`src/rtl/door_request_sequencer_if.sv`:
```
// Handshake bundle between the request sequencer, its requesters and the door motor FSM.
//   REQ       : level requests from external sources (rising edge = one request)
//   FAULT_CLR : one-cycle pulse clearing a latched fault
//   UP_M/DOWN_M      : motor drive feedback from the door FSM
//   UP_MAX/DOWN_MAX  : open / closed limit switches
//   ACTIVATE  : one-cycle pulse into the door FSM Activate input
//   GRANT     : one-hot source of the move in progress
//   BUSY      : sequencer not idle
//   FAULT     : sticky watchdog fault
// Modports: slave = sequencer side, master = environment side.
interface door_request_sequencer_if #(
    parameter int unsigned NREQ = 3
);
    logic [NREQ-1:0] REQ;
    logic            FAULT_CLR;
    logic            UP_M;
    logic            DOWN_M;
    logic            UP_MAX;
    logic            DOWN_MAX;
    logic            ACTIVATE;
    logic [NREQ-1:0] GRANT;
    logic            BUSY;
    logic            FAULT;

    modport slave (
        input  REQ, FAULT_CLR, UP_M, DOWN_M, UP_MAX, DOWN_MAX,
        output ACTIVATE, GRANT, BUSY, FAULT
    );

    modport master (
        output REQ, FAULT_CLR, UP_M, DOWN_M, UP_MAX, DOWN_MAX,
        input  ACTIVATE, GRANT, BUSY, FAULT
    );
endinterface

```
`src/rtl/door_request_sequencer.sv`:
```
// Round-robin sequencer placing NREQ activation sources onto the garage door
// FSM's single Activate input, with start/travel watchdogs, post-move holdoff
// and a sticky fault.
// Ports:
//   CLK : clock
//   RST : asynchronous active-low reset
//   bus : door_request_sequencer_if.slave (requests, motor feedback, grant/status)
// Optional feature: define AUTO_CLOSE_EN to add an internal lowest-priority
// requester that closes the door after AUTO_CLOSE idle cycles fully open.
module door_request_sequencer #(
    parameter int unsigned NREQ       = 3,
    parameter int unsigned START_TO   = 16,
    parameter int unsigned MAX_TRAVEL = 1000,
    parameter int unsigned HOLDOFF    = 8,
    parameter int unsigned AUTO_CLOSE = 5000
) (
    input logic                     CLK,
    input logic                     RST,
    door_request_sequencer_if.slave bus
);
    localparam int unsigned PTR_W    = (NREQ > 1) ? $clog2(NREQ) : 1;
    localparam int unsigned START_W  = $clog2(START_TO + 1);
    localparam int unsigned TRAVEL_W = $clog2(MAX_TRAVEL + 1);
    localparam int unsigned HOLD_W   = $clog2(HOLDOFF + 1);

    typedef enum logic [2:0] {
        S_IDLE, S_ISSUE, S_WAIT_START, S_MOVING, S_HOLD, S_FAULT
    } state_t;

    state_t              state, state_nxt;
    logic [NREQ-1:0]     req_q;
    logic [NREQ-1:0]     pend, pend_nxt;
    logic [PTR_W-1:0]    rr_ptr, ptr_nxt;
    logic [START_W-1:0]  start_cnt, start_nxt;
    logic [TRAVEL_W-1:0] travel_cnt, travel_nxt;
    logic [HOLD_W-1:0]   hold_cnt, hold_nxt;
    logic [NREQ-1:0]     grant_q, grant_nxt;
    logic                activate_q, activate_nxt;
    logic                busy_q, fault_q;

    logic [NREQ-1:0]     req_rise;
    logic                motion, clash;
    logic                win_vld;
    logic [PTR_W-1:0]    win_idx;
    logic [NREQ-1:0]     win_oh;
    int unsigned         slot;

    assign req_rise = bus.REQ & ~req_q;
    assign motion   = bus.UP_M | bus.DOWN_M;
    assign clash    = bus.UP_M & bus.DOWN_M;

`ifdef AUTO_CLOSE_EN
    localparam int unsigned AC_W = $clog2(AUTO_CLOSE + 1);

    logic [AC_W-1:0] ac_cnt, ac_cnt_nxt;
    logic            ac_pend, ac_pend_nxt;
    logic            ac_run;

    // Open-dwell timer; any fresh request restarts it.
    assign ac_run = (state == S_IDLE) && bus.UP_MAX && !bus.DOWN_MAX && !(|req_rise);
`else
    logic unused_ac;
    assign unused_ac = ^{bus.UP_MAX, bus.DOWN_MAX, 32'(AUTO_CLOSE)};
`endif

    // Round-robin pick: first pending source at or after the pointer.
    always_comb begin
        win_vld = 1'b0;
        win_idx = '0;
        slot    = 0;
        for (int unsigned k = 0; k < NREQ; k++) begin
            slot = (32'(rr_ptr) + k) % NREQ;
            if (!win_vld && pend[PTR_W'(slot)]) begin
                win_vld = 1'b1;
                win_idx = PTR_W'(slot);
            end
        end
        win_oh = NREQ'(1) << win_idx;
    end

    // Next-state and next-output logic.
    always_comb begin
        state_nxt    = state;
        pend_nxt     = pend | req_rise;
        ptr_nxt      = rr_ptr;
        start_nxt    = start_cnt;
        travel_nxt   = travel_cnt;
        hold_nxt     = hold_cnt;
        grant_nxt    = grant_q;
        activate_nxt = 1'b0;
`ifdef AUTO_CLOSE_EN
        ac_pend_nxt  = ac_pend;
        ac_cnt_nxt   = '0;
        if (ac_run) begin
            ac_cnt_nxt = (ac_cnt == AC_W'(AUTO_CLOSE)) ? ac_cnt : ac_cnt + AC_W'(1);
            if (ac_cnt == AC_W'(AUTO_CLOSE - 1)) ac_pend_nxt = 1'b1;
        end
`endif
        case (state)
            S_IDLE: begin
                grant_nxt = '0;
                if (win_vld && !clash) begin
                    state_nxt = S_ISSUE;
                    grant_nxt = win_oh;
                    pend_nxt  = pend_nxt & ~win_oh;   // same-cycle edge is consumed
                    ptr_nxt   = (32'(win_idx) + 32'd1 >= NREQ) ? '0 : win_idx + PTR_W'(1);
                end
`ifdef AUTO_CLOSE_EN
                else if (ac_pend && !clash) begin
                    state_nxt   = S_ISSUE;
                    ac_pend_nxt = 1'b0;
                end
`endif
            end
            S_ISSUE: begin
                activate_nxt = 1'b1;
                start_nxt    = '0;
                state_nxt    = S_WAIT_START;
            end
            S_WAIT_START: begin
                if (motion) begin
                    state_nxt  = S_MOVING;
                    travel_nxt = '0;
                end else if (start_cnt >= START_W'(START_TO - 1)) begin
                    state_nxt = S_FAULT;
                    start_nxt = START_W'(START_TO);
                end else begin
                    start_nxt = start_cnt + START_W'(1);
                end
            end
            S_MOVING: begin
                if (!motion) begin
                    state_nxt = S_HOLD;
                    hold_nxt  = '0;
                end else if (travel_cnt >= TRAVEL_W'(MAX_TRAVEL - 1)) begin
                    state_nxt  = S_FAULT;
                    travel_nxt = TRAVEL_W'(MAX_TRAVEL);
                end else begin
                    travel_nxt = travel_cnt + TRAVEL_W'(1);
                end
            end
            S_HOLD: begin
                if (hold_cnt >= HOLD_W'(HOLDOFF - 1)) begin
                    state_nxt = S_IDLE;
                    grant_nxt = '0;
                end else begin
                    hold_nxt = hold_cnt + HOLD_W'(1);
                end
            end
            S_FAULT: begin
                if (bus.FAULT_CLR) state_nxt = S_IDLE;
            end
            default: state_nxt = S_IDLE;
        endcase
        // Both motor drives at once is an FSM malfunction regardless of state.
        if (clash) begin
            state_nxt    = S_FAULT;
            activate_nxt = 1'b0;
        end
        if (state_nxt == S_FAULT) grant_nxt = '0;
    end

    // State and output registers.
    always_ff @(posedge CLK or negedge RST) begin
        if (!RST) begin
            state      <= S_IDLE;
            req_q      <= '0;
            pend       <= '0;
            rr_ptr     <= '0;
            start_cnt  <= '0;
            travel_cnt <= '0;
            hold_cnt   <= '0;
            grant_q    <= '0;
            activate_q <= 1'b0;
            busy_q     <= 1'b0;
            fault_q    <= 1'b0;
`ifdef AUTO_CLOSE_EN
            ac_cnt     <= '0;
            ac_pend    <= 1'b0;
`endif
        end else begin
            state      <= state_nxt;
            req_q      <= bus.REQ;
            pend       <= pend_nxt;
            rr_ptr     <= ptr_nxt;
            start_cnt  <= start_nxt;
            travel_cnt <= travel_nxt;
            hold_cnt   <= hold_nxt;
            grant_q    <= grant_nxt;
            activate_q <= activate_nxt;
            busy_q     <= (state_nxt != S_IDLE);
            fault_q    <= (state_nxt == S_FAULT);
`ifdef AUTO_CLOSE_EN
            ac_cnt     <= ac_cnt_nxt;
            ac_pend    <= ac_pend_nxt;
`endif
        end
    end

    assign bus.ACTIVATE = activate_q;
    assign bus.GRANT    = grant_q;
    assign bus.BUSY     = busy_q;
    assign bus.FAULT    = fault_q;
endmodule

```
`src/flat_wrapper.sv`:
```
// flat-port wrapper written by rule: the top's interface ports become plain ports
module door_request_sequencer_flat 
#(
    parameter int unsigned NREQ       = 3,
    parameter int unsigned START_TO   = 16,
    parameter int unsigned MAX_TRAVEL = 1000,
    parameter int unsigned HOLDOFF    = 8,
    parameter int unsigned AUTO_CLOSE = 5000
)
  (CLK, RST, bus_REQ, bus_FAULT_CLR, bus_UP_M, bus_DOWN_M, bus_UP_MAX, bus_DOWN_MAX, bus_ACTIVATE, bus_GRANT, bus_BUSY, bus_FAULT);
  door_request_sequencer_if #(.NREQ(NREQ)) bus_i ();
  input logic CLK;
  input logic RST;
  input wire logic [$bits(bus_i.REQ)-1:0] bus_REQ;
  input wire logic [$bits(bus_i.FAULT_CLR)-1:0] bus_FAULT_CLR;
  input wire logic [$bits(bus_i.UP_M)-1:0] bus_UP_M;
  input wire logic [$bits(bus_i.DOWN_M)-1:0] bus_DOWN_M;
  input wire logic [$bits(bus_i.UP_MAX)-1:0] bus_UP_MAX;
  input wire logic [$bits(bus_i.DOWN_MAX)-1:0] bus_DOWN_MAX;
  output wire logic [$bits(bus_i.ACTIVATE)-1:0] bus_ACTIVATE;
  output wire logic [$bits(bus_i.GRANT)-1:0] bus_GRANT;
  output wire logic [$bits(bus_i.BUSY)-1:0] bus_BUSY;
  output wire logic [$bits(bus_i.FAULT)-1:0] bus_FAULT;
  assign bus_i.REQ = bus_REQ;
  assign bus_i.FAULT_CLR = bus_FAULT_CLR;
  assign bus_i.UP_M = bus_UP_M;
  assign bus_i.DOWN_M = bus_DOWN_M;
  assign bus_i.UP_MAX = bus_UP_MAX;
  assign bus_i.DOWN_MAX = bus_DOWN_MAX;
  assign bus_ACTIVATE = bus_i.ACTIVATE;
  assign bus_GRANT = bus_i.GRANT;
  assign bus_BUSY = bus_i.BUSY;
  assign bus_FAULT = bus_i.FAULT;
  door_request_sequencer #(.NREQ(NREQ), .START_TO(START_TO), .MAX_TRAVEL(MAX_TRAVEL), .HOLDOFF(HOLDOFF), .AUTO_CLOSE(AUTO_CLOSE)) u_core (.CLK(CLK), .RST(RST), .bus(bus_i));
endmodule
```
`config.mk`:
```
export PLATFORM = sky130hd
export DESIGN_NAME = door_request_sequencer_flat
export DESIGN_NICKNAME = d
export VERILOG_FILES = /design/src/rtl/door_request_sequencer_if.sv /design/src/rtl/door_request_sequencer.sv /design/src/flat_wrapper.sv
export SDC_FILE = /design/constraint.sdc
export NUM_CORES = 1
export LEC_CHECK = 0
export ABC_AREA = 1
export ABC_CLOCK_PERIOD_IN_PS = 2620
export CORE_MARGIN = 1.5
export CORE_UTILIZATION = 45
export DETAILED_ROUTE_END_ITERATION = 8
export HOLD_SLACK_MARGIN = 0.03
export SYNTH_ARGS = -nofsm -noshare
export SYNTH_HDL_FRONTEND = slang
export SYNTH_SLANG_ARGS = --single-unit
```
`constraint.sdc`:
```
create_clock -name CLK -period 2.62 [get_ports CLK]
set_clock_uncertainty 0.15 [all_clocks]
set_input_delay 0.393 -clock CLK [delete_from_list [all_inputs] [get_ports CLK]]
set_output_delay 0.393 -clock CLK [all_outputs]
set_load 0.02 [all_outputs]
```
Word level (Yosys, flattened, before mapping)
Index checks and enable logic that the tools add are counted.
- bits in registers: 36
- bits of input ports: 10
- output and inout port bits: 6
- word-level logic and storage cells: 105
- $add $sub $neg: 7
- divide/modulo/power cells: 3
- order comparisons: 7
- eq/ne operators: 12
- shift-type cells: 1
- multiplexer cells: 40
- bitwise gates (word level): 7
- reduce and logical (&&, ||, !) cells: 17
- operator list (operator ; count):
    $mod 32x2->32 const B ; 2
    $mux 3 ; 13
    $ge 32x2->1 const B ; 1
    $mod 2x2->32 const B ; 1
    $mux 10 ; 3
    $pmux 10 s2 ; 1
    $pmux 3 s6 ; 1
    $add 10x1->10 const B ; 1
    $ge 10x10->1 const B ; 1
    $mux 5 ; 2
    $pmux 5 s2 ; 1
    $eq 3x3->1 const B ; 3
    $lt 2x3->1 const B ; 3
    $mux 1 ; 8
    $mux 2 ; 4
    $mux 4 ; 2
    $pmux 4 s2 ; 1
    $add 2x1->3 const B ; 2
    $and 3x3->3 ; 2
    $bmux 1 s2 ; 3
    $eq 3x2->1 const B ; 2
    $ne 2x2->1 const B ; 3
    $not 3->3 ; 2
    $pmux 3 s2 ; 1
    20 further kinds ; 31

Longest topological paths before layout
- depth in word-level cells: 17
- mapped depth: 13
- gate-level depth less buffers: 13

Worst setup path after synthesis
No wires, ideal clock.
- kind: flip-flop to flip-flop
- from: reg u_core.start_cnt[0]
- to: reg u_core.grant_q[0] (netlist: u_core.bus.GRANT[0])
- setup time: 0.073 ns
- data arrival time: 1.530 ns
- required time: 2.397 ns
- setup slack: 0.867 ns
- stages on the path, launching flop included: 12
- path buffers: 0
- period minus slack after synthesis: 1.753 ns
- path through: dfrtp_1 ha_1 nand2_1 nor2_1 ha_1 nor2_1 nand2_1 a21oi_2 nand3_4 nand2_2 inv_2 a21oi_2
- longest elaborated chain between the ends: 8
- elaborated cells between the ends (all ways): 10
- those cells by class: order compare (1); eq/ne (2); mux (5); reduce/logical (2)
- RTL lines (item ; RTL line ; text):
    start: declaration ; door_request_sequencer.sv:34 ; logic [START_W-1:0] start_cnt, start_nxt;
    start signal: assignment ; door_request_sequencer.sv:186 ; start_cnt <= start_nxt;
    $ge 5x4->1 * ; door_request_sequencer.sv:124 ; end else if (start_cnt >= START_W'(START_TO - 1)) begin
    $mux 3 * ; door_request_sequencer.sv:124 ;
    $mux 3 * ; door_request_sequencer.sv:121 ; if (motion) begin
    $pmux 3 s6 * ; door_request_sequencer.sv:99 ; case (state)
    $mux 3 * ; door_request_sequencer.sv:156 ; if (clash) begin
    named net u_core.state_nxt[0] ; door_request_sequencer.sv:30 ; state_t state, state_nxt;
    $eq 3x3->1 * ; door_request_sequencer.sv:160 ; if (state_nxt == S_FAULT) grant_nxt = '0;
    $ne 3x1->1 (no source line) / $reduce_bool 3->1 (equally long branches) ; n/a ;
    $reduce_and 2->1 (no source line) ; n/a ;
    end signal: assignment ; door_request_sequencer.sv:189 ; grant_q <= grant_nxt;
    end: declaration ; door_request_sequencer.sv:37 ; logic [NREQ-1:0] grant_q, grant_nxt;
Mark *: on every way through the listed nets, which the timed path passes. The rest lies on a longest branch.
A chain may end at the register's enable or synchronous reset.

Final worst setup path
- from: reg u_core.rr_ptr[0]
- to: reg u_core.grant_q[1] (netlist: u_core.bus.GRANT[1])
- longest elaborated chain between the ends: 17
- elaborated cells between the ends (all ways): 33
- those cells by class: add/sub (2); div (3); eq/ne (2); shift (1); mux (18); reduce/logical (7)
- RTL lines (item ; RTL line ; text):
    start: declaration ; door_request_sequencer.sv:33 ; logic [PTR_W-1:0] rr_ptr, ptr_nxt;
    start signal: assignment ; door_request_sequencer.sv:185 ; rr_ptr <= ptr_nxt;
    branches (longest 17 deep; another with $mod 32x2->32) ; n/a ;
Parallel ways; which one is timed is not known. The select of a mux whose other input is x is not followed.

==> impl_metrics.tcl <==
set metrics [dict create \
    crit_type "reg -> reg" \
    diodes 0 \
    io_pins 16 \
    grt_max_degree 37 \
    final_nets 289 \
    dieWidth_microns 69.6 \
    cts_hold_buf 0 \
    rsz0062_at_grt "no" \
    dp_hpwl_mm 2.87 \
    synth-xor-area-share_pct 0.439 \
    place_inst 318 \
    grt_usage_pct 17.6 \
    synthCells 253 \
    rr_endpoint "u_core.bus.GRANT[1]" \
    reg2reg_depth 12 \
    overflow 0 \
    clock_latency_ps 280 \
    totalWireLength_mm 3.79 \
    clockRootBuffer "clkbuf_8" \
    r2r_slack_ps 640 \
    drv_slew 0 \
    area_delta_synth_final_pct 13.4 \
    drtIter0Drc 87 \
    final_core_util_pct 52.7 \
    synth_nets 269 \
    top_layer "met4" \
    fin_cells 325 \
    clock_path_buffers 2 \
    synth-compound-area-share_pct 12.0 \
    wl_met1_mm 1.87 \
    cts_made_buffers 5 \
    synth_top_family_by_area "simple AND/OR/NAND/NOR gates" \
    post_cts_resize_count 0 \
    status "finished clean" \
    drtAntennaViolNets 0 \
    leakage_uw 0.00115 \
    synthAdderAreaFrac_pct 3.77 \
    port_buffers 13 \
    r2r-start "u_core.rr_ptr[0]" \
    power_density_mw_per_mm2 1060 \
    relSlewSlack_pct 45.6 \
    final_hold_viol_count 0 \
    wl_met3_microns 148 \
    wl_met2_mm 1.72 \
    grt_pass1_wl_mm 6.79 \
    start_util_pct 46.4 \
    drive_above_1_share_pct 14.3 \
    cts.sinks 36 \
    core-area_sq_mm 0.00429 \
    avgSynthCellArea_sq_um 7.88 \
    rows 24 \
    drt-vias-per-instance 4.99 \
    path_max_fanout 7 \
    power.total_uw 2390 \
    worst_ep_required_time_ps 2650 \
    wl_per_cell_microns 11.7 \
    max_cap_viol_count 0 \
    fmax_mhz 504 \
    seq_area_frac_synth_pct 45.2 \
    yosys_warnings 0 \
    hold_path.class "in -> async" \
    synth-seq-cells 36 \
    setup_viol 0 \
    cts.reportedPaths.clkPinSlew_ps 70 \
    drt_pass1_iterations 4 \
    ir_drop_mv 0.381 \
    vias 1621 \
    setup_tns_ps 0 \
    synthDistinctLibCells 28 \
    dieHeight_microns 69.6 \
    grt_pass1_vias 1535 \
    worstPathArrival_ps 2010 \
    min_period_ps 1980 \
    syn_area_sq_mm 0.00199 \
    cts_tree "yes" \
    gp_congestion 0.868 \
    cp-start-kind "flop" \
    htree_levels 2 \
    end_kind "flop" \
    die_area_sq_mm 0.00484 \
    antenna_found_initial 0 \
    period_share_pct 75.7 \
    worst_pin_slew_ps 816 \
    synth.mux.area_fraction_pct 0.502 \
    synthSimpleGateAreaFrac_pct 28.9 \
    cts_setup_buffers 0 \
    drc_errors 0 \
]
[sequential cells by signal, indices dropped and copies added (netlist names)]
name,flops
u_core.state,3
u_core.bus.FAULT,1
u_core.hold_cnt,4
u_core.start_cnt,5
u_core.bus.BUSY,1
u_core.pend,3
u_core.bus.ACTIVATE,1
u_core.req_q,3
u_core.travel_cnt,10
u_core.rr_ptr,2
u_core.bus.GRANT,3
[routing by layer]
metal | vias up | track usage, %
met2 | 27 | 27.0
met5 | - | 0
met1 | 733 | 24.0
li1 | 855 | -
met4 | 0 | 6.75
met3 | 6 | 4.36
[cell usage in the layout (no fill, tap or decap), types with 2 or more instances in the layout]
master	synthesis	layout
nand2_1	49	49
inv_1	38	38
dfrtp_1	36	36
nor2_1	21	21
nand3_1	20	20
o21ai_0	19	19
clkdlybuf4s50_1	0	12
inv_2	11	11
a21oi_1	9	9
nand2_2	7	7
nand4_1	6	6
ha_1	6	6
clkbuf_8	0	5
nand3_2	4	4
o21ai_1	4	4
nor2_2	3	3
nor3_1	3	3
a21oi_2	3	3
nor2_4	2	2
o22ai_1	2	2
[power by group]
part	internal, uW	total, uW	switching [uW]
sequential	739	881	143
combinational	421	1130	714
clock	181	372	191
total	1340	2390	1050
[synthesized netlist by cell type]
| cell type | number | area share [%] |
|---|---|---|
| a21boi_0 | 1 | 0.38 |
| a21boi_1 | 1 | 0.38 |
| a21oi_1 | 9 | 2.3 |
| a21oi_2 | 3 | 1.3 |
| a22o_1 | 1 | 0.44 |
| dfrtp_1 | 36 | 45 |
| ha_1 | 6 | 3.8 |
| inv_1 | 38 | 7.2 |
| inv_2 | 11 | 2.1 |
| mux2i_1 | 1 | 0.50 |
| nand2_1 | 49 | 9.2 |
| nand2_2 | 7 | 2.2 |
| nand2_4 | 1 | 0.56 |
| nand3_1 | 20 | 5.0 |
| nand3_2 | 4 | 2.0 |
| nand3_4 | 1 | 0.88 |
| nand4_1 | 6 | 1.9 |
| nor2_1 | 21 | 4.0 |
| nor2_2 | 3 | 0.94 |
| nor2_4 | 2 | 1.1 |
| nor3_1 | 3 | 0.75 |
| nor4_1 | 1 | 0.31 |
| o21ai_0 | 19 | 4.8 |
| o21ai_1 | 4 | 1.0 |
| o21bai_1 | 1 | 0.38 |
| o221ai_1 | 1 | 0.44 |
| o22ai_1 | 2 | 0.63 |
| xor2_1 | 1 | 0.44 |
[how the worst max path moves through the flow]
stage	cells past startpoint	slack [ps]	end	start
after floorplan	11	870	u_core.bus.GRANT[0]	u_core.start_cnt[0]
after global placement	9	530	u_core.pend[0]	bus_UP_M
after detailed placement	9	490	u_core.pend[0]	bus_UP_M
after CTS	12	630	u_core.bus.GRANT[2]	u_core.rr_ptr[0]
after global routing	12	430	u_core.bus.GRANT[1]	u_core.rr_ptr[0]
final	12	640	u_core.bus.GRANT[1]	u_core.rr_ptr[0]
[stage by stage]
stage / instance area [sq um] / hold WS (ps) / worst slack, ps
2_1_floorplan: 1990 / -52.6 / 867
3_3_place_gp: 2180 / 348 / 533
3_5_place_dp: 2180 / 354 / 493
4_1_cts: 2260 / 75.6 / 632
5_1_grt: 2260 / 119 / 435
6_report: 2260 / 52.7 / 636
[layout make-up]
type                    instances  area (sq um)
fillers                       418          2030
multi-input cells             168           908
flip-flops and latches         36           901
inverters                      49           184
repair buffers                 13           125
clock buffers                   6          72.6
well taps                      52          65.1
clock inverters                 1          5.00
[cell families after synthesis]
kind of cell / Yosys count
flops: 36
mux: 1
simple gates: 118
buf+inv: 49
fa+ha+maj: 6
xor+xnor: 1
compound gates: 42
[worst max-delay path, cell delays in order, from the launching register on]
cell,delay (ps)
dfrtp_1,350
inv_1,60
ha_1,400
inv_2,130
nand2_1,60
nand3_1,70
nand2_1,80
nand3_1,110
nor2_1,60
nor2_2,140
nor2_2,80
o21ai_1,150
inv_1,50
(Power assumes the default switching activity.)
